===== src/rtl/dual_priority_sched.sv =====
// ---------------------------------------------------------------------------
// dual_priority_sched
//
// Sticky request collector with a dual priority encoder. Incoming request
// bits are OR-ed into a 12-bit pending register. The highest and the
// second-highest pending indices are presented as registered 4-bit codes.
// Each code has its own valid/ready handshake. A granted index is retired
// from the pending set on the edge where its handshake completes.
//
// Handshake semantics (identical for the first_* and second_* ports):
//   - A transfer happens on a rising clk edge where valid=1 and ready=1.
//   - Valid never depends on ready.
//   - The code may change while valid stays high and no transfer has
//     happened, for example when a higher-priority request arrives.
//     Consumers sample the code only on the transfer edge.
//   - The two handshakes are independent. Neither, either or both may
//     complete in the same cycle.
//
// Ports:
//   clk           in   rising-edge clock
//   reset         in   synchronous, active-high reset
//   req           in   N_REQ  request bits, OR-ed into pending
//   first_code    out  CODE_W highest pending index (0 when first_valid=0)
//   first_valid   out  first_code holds a pending request
//   first_ready   in   consumer of first_code accepts this cycle
//   second_code   out  CODE_W second-highest pending index (0 when invalid)
//   second_valid  out  second_code holds a request distinct from first_code
//   second_ready  in   consumer of second_code accepts this cycle
//   pending       out  N_REQ  current pending register
//
// Every output comes straight from a flop, so there is no combinational
// path from any input to any output.
// ---------------------------------------------------------------------------
module dual_priority_sched #(
  parameter int N_REQ  = 12,
  parameter int CODE_W = 4
) (
  input  logic              clk,
  input  logic              reset,
  input  logic [N_REQ-1:0]  req,
  output logic [CODE_W-1:0] first_code,
  output logic              first_valid,
  input  logic              first_ready,
  output logic [CODE_W-1:0] second_code,
  output logic              second_valid,
  input  logic              second_ready,
  output logic [N_REQ-1:0]  pending
);

  logic [N_REQ-1:0]  pending_q,      pending_d;
  logic [CODE_W-1:0] first_code_q,   first_code_d;
  logic              first_valid_q,  first_valid_d;
  logic [CODE_W-1:0] second_code_q,  second_code_d;
  logic              second_valid_q, second_valid_d;

  logic              first_grant;
  logic              second_grant;
  logic [N_REQ-1:0]  clr;
  logic [N_REQ-1:0]  masked;

  // Grants are judged against the registered outputs the consumers saw.
  assign first_grant  = first_valid_q  & first_ready;
  assign second_grant = second_valid_q & second_ready;

  // Retire granted indices. A req bit on an index being granted in the same
  // cycle is ORed back in afterwards, so it survives as a fresh request.
  always_comb begin
    clr = '0;
    if (first_grant) begin
      clr[first_code_q] = 1'b1;
    end
    if (second_grant) begin
      clr[second_code_q] = 1'b1;
    end
    pending_d = (pending_q & ~clr) | req;
  end

  // First encoder: scanning upward and letting later hits overwrite earlier
  // ones leaves the highest set index.
  always_comb begin
    first_valid_d = 1'b0;
    first_code_d  = '0;
    for (int i = 0; i < N_REQ; i++) begin
      if (pending_d[i]) begin
        first_valid_d = 1'b1;
        first_code_d  = CODE_W'(i);
      end
    end
  end

  // Second encoder: same scan with the winning bit removed, which makes
  // second_code < first_code whenever both are valid.
  always_comb begin
    masked = pending_d;
    if (first_valid_d) begin
      masked[first_code_d] = 1'b0;
    end
    second_valid_d = 1'b0;
    second_code_d  = '0;
    for (int i = 0; i < N_REQ; i++) begin
      if (masked[i]) begin
        second_valid_d = 1'b1;
        second_code_d  = CODE_W'(i);
      end
    end
  end

  // Reset wins over everything, including grants completing in that cycle.
  always_ff @(posedge clk) begin
    if (reset) begin
      pending_q      <= '0;
      first_code_q   <= '0;
      first_valid_q  <= 1'b0;
      second_code_q  <= '0;
      second_valid_q <= 1'b0;
    end else begin
      pending_q      <= pending_d;
      first_code_q   <= first_code_d;
      first_valid_q  <= first_valid_d;
      second_code_q  <= second_code_d;
      second_valid_q <= second_valid_d;
    end
  end

  assign pending      = pending_q;
  assign first_code   = first_code_q;
  assign first_valid  = first_valid_q;
  assign second_code  = second_code_q;
  assign second_valid = second_valid_q;

endmodule


===== config.mk =====
export PLATFORM = sky130hd
export DESIGN_NAME = dual_priority_sched
export DESIGN_NICKNAME = d
export VERILOG_FILES = /design/src/rtl/dual_priority_sched.sv
export SDC_FILE = /design/constraint.sdc
export NUM_CORES = 1
export LEC_CHECK = 0
export ABC_CLOCK_PERIOD_IN_PS = 3100
export BUFFER_PORTS_ARGS = -buffer_cell sky130_fd_sc_hd__clkbuf_2
export CAP_MARGIN = 30
export CORE_MARGIN = 1
export CORE_UTILIZATION = 25
export CTS_CLUSTER_SIZE = 12
export DETAILED_ROUTE_END_ITERATION = 16
export PLACE_DENSITY = 0.55
export SYNTH_ARGS = -nofsm -noshare
export SYNTH_HDL_FRONTEND = slang
export SYNTH_SLANG_ARGS = --single-unit

===== constraint.sdc =====
create_clock -name clk -period 3.1 [get_ports clk]
set_clock_uncertainty 0.15 [all_clocks]
set_input_delay 0.62 -clock clk [delete_from_list [all_inputs] [get_ports clk]]
set_output_delay 0.62 -clock clk [all_outputs]
set_load 0.05 [all_outputs]

==> impl_metrics.ini <==
[timing]
slew_violations = 0
period_minus_slack_ns = 2.733
setup_viol = 0
timing.fmax_mhz = 365.9
final.setup.tns_ns = 0
tightest_slew_ns = 0.5658
min_period_over_period_pct = 88.15
hold_ws_ns = 0.4097
finalHoldViolCount = 0
rsz0062_at_grt = false
slew_headroom_pct = 62.28

[power_and_ir_drop]
p_leak_nw = 0.7273
power_density_nw_per_um2 = 446.4
ir_drop_v = 0.0001203

[job]
maxCapViolCount = 0

[critical_path]
arrival_ns = 2.72
crit-reg2reg-capture = second_valid
r2r_cells = 7
critPathLaunchType = flip-flop
r2r_start = first_code[3]
r2r_setup_slack_ns = 0.37
worst_ep_required_time_ns = 3.09
cp-endpoint = second_valid
crit_path_cell_trace = nor3b_1, a221oi_4, nor4_4, nand2_2, maj3_2, nor2_1, a41oi_1
path_class = reg2reg
end_kind = flip-flop
slowest_delay_ns = 0.60
crit_start = first_code[3]
slowest_stage = dfxtp_1
cp_max_fo = 12

[clocking]
post_cts_resized = 0
clk_latency_ns = 0.27
cts_root_buffer = clkbuf_8
htree_num_levels = 1
cts_hold_buf = 0
clk_pin_slew_ns = 0.08
clock_path_buffers = 2
cts_sinks = 22
cts_tree = done
cts_buffers = 3
post_cts_buffers = 0

[drt]
totalWireLength_mm = 4.198
drt-vias-per-instance = 5.261
first_iter_violations = 106
ant_nets = 0
drt-pass1-iter-count = 4
routedWlPerCell_um = 15.43
route.vias.total = 1431
drc_errors = 0

[yosys]
synth_xor_area_share_pct = 0.5988
synth.area.mux_share_pct = 0.6843
ys_seq_area_share_pct = 30.11
synth_compound_area_share_pct = 26.86
mappedNetlistNets = 175
synthCells = 159
ys_ff_latch = 22
ys.warnings.count = 0
synth.cell_area_sq_um = 1463
synthAdderAreaFrac_pct = 1.454
synthDistinctLibCells = 53
synthSimpleGateAreaFrac_pct = 36.27
synth_top_family_by_area = simple AND/OR/NAND/NOR gates
synthFlopType = dfxtp_1
async_reset_ff_share_pct = 0
syn_area_per_cell_sq_um = 9.199
synth-edff-count = 0

[status]
status = complete, no violations

[global_route]
grt_pass1_vias = 1359
grt_usage_pct = 14.63
grt_pass1_wl_mm = 6.920
grt_antenna_before_repair = 0
grt_max_degree = 23
grt-ovfl-total = 0

[floorplanning]
fp.dieH_um = 78.49
num_io_pins = 38
die-area_sq_um = 6161
start_util_pct = 26.24
num_rows = 27
coreArea_sq_um = 5574
die_x_um = 78.49

[layout]
final_cell_mix = 37 x clkbuf_2, 29 x nor2_1, 22 x dfxtp_1
drive_above_1_share_pct = 35.00
final_common_cell = clkbuf_2
diodes = 0
syn_to_final_growth_pct = 22.67
nFillCells = 582
nets = 217

[worst_hold_path]
min_path_cells = 2
min_path_type = reg2reg

[place]
routabilityCongestion = 0.8518
dp_hpwl_mm = 3.218
portBuffers = 37
## Yosys cell counts (2+ instances only)
cell | number | area (sq um)
nor2_1 | 29 | 108.9
dfxtp_1 | 22 | 440.4
nor3b_1 | 12 | 90.09
a21oi_1 | 7 | 35.03
nor2b_1 | 7 | 43.79
nand2_1 | 6 | 22.52
a221oi_2 | 5 | 75.07
and4b_1 | 4 | 40.04
a221o_1 | 3 | 30.03
a221oi_4 | 3 | 78.83
buf_6 | 3 | 33.78
nor3_1 | 3 | 15.01
nor3b_2 | 3 | 37.54
a21o_1 | 2 | 15.01
a221oi_1 | 2 | 17.52
a41oi_1 | 2 | 17.52
and3b_1 | 2 | 17.52
buf_2 | 2 | 10.01
clkbuf_1 | 2 | 7.510
inv_1 | 2 | 7.510
nor3_2 | 2 | 20.02
nor4_1 | 2 | 12.51
o21a_1 | 2 | 15.01
o21ai_0 | 2 | 10.01
o21ba_2 | 2 | 20.02
## metal layers
layer	vias to the layer above	track usage [%]	wire, um
li1	685	-	-
met1	711	17.54	1923
met2	30	26.05	2096
met3	5	1.512	100
met4	0	6.667	78
met5	-	0	0
## state kept, by name, indices dropped and copies added (netlist names)
name	count
pending	12
first_code	4
second_code	4
first_valid	1
second_valid	1
## worst max-delay path, delay by kind of cell (launching register included)
| kind | cells | cell delay, ns |
|---|---|---|
| AO/OA/AOI/OAI | 2 | 0.29 |
| flip-flops | 1 | 0.60 |
| AND/OR/NAND/NOR | 4 | 1.21 |
| adder cells (fa/ha/maj) | 1 | 0.35 |
## kinds of logic after synthesis
kind of cell | after synthesis
mux | 1
buf+inv | 9
xor+xnor | 1
flops | 22
compound gates | 40
fa+ha+maj | 2
simple gates | 84
## per-stage QoR
stage | util (%) | cell area (sq um) | instances | worst slack [ns] | power (W)
final | 32.19 | 1794 | 272 | 0.3672 | 0.0008009
after global placement | 31.20 | 1739 | 268 | 0.2571 | 0.0005908
after CTS | 32.19 | 1794 | 272 | 0.4004 | 0.0008109
after global routing | 32.19 | 1794 | 272 | 0.1465 | 0.0008495
after floorplan | - | 1463 | 159 | 0.5544 | 0.0005193
after detailed placement | 31.20 | 1739 | 268 | 0.1806 | 0.0005899
## how the worst min path moves through the flow
stage	from	end	slack [ns]
after floorplan	reset	pending[4]	0.54
after global placement	pending[0]	pending[0]	0.38
after detailed placement	pending[0]	pending[0]	0.40
after CTS	pending[0]	pending[0]	0.42
after global routing	pending[0]	pending[0]	0.47
final	pending[0]	pending[0]	0.41
## area by class of cell
class	instances	area (sq um)	share of cell area, %
flip-flops and latches	22	440.4	24.55
repair buffers	44	237.7	13.25
multi-input cells	128	963.4	53.70
well taps	72	90.09	5.021
clock buffers	4	55.05	3.068
inverters	2	7.507	0.4184
## power breakdown
group / leakage (nW) / total, W / internal (W) / switching (W)
combinational: 0.514 / 0.000256 / 0.0000843 / 0.000172
sequential: 0.184 / 0.000328 / 0.000304 / 0.0000244
clock: 0.0288 / 0.000217 / 0.000114 / 0.000103
Note: power is estimated with default switching activity, not from simulation.
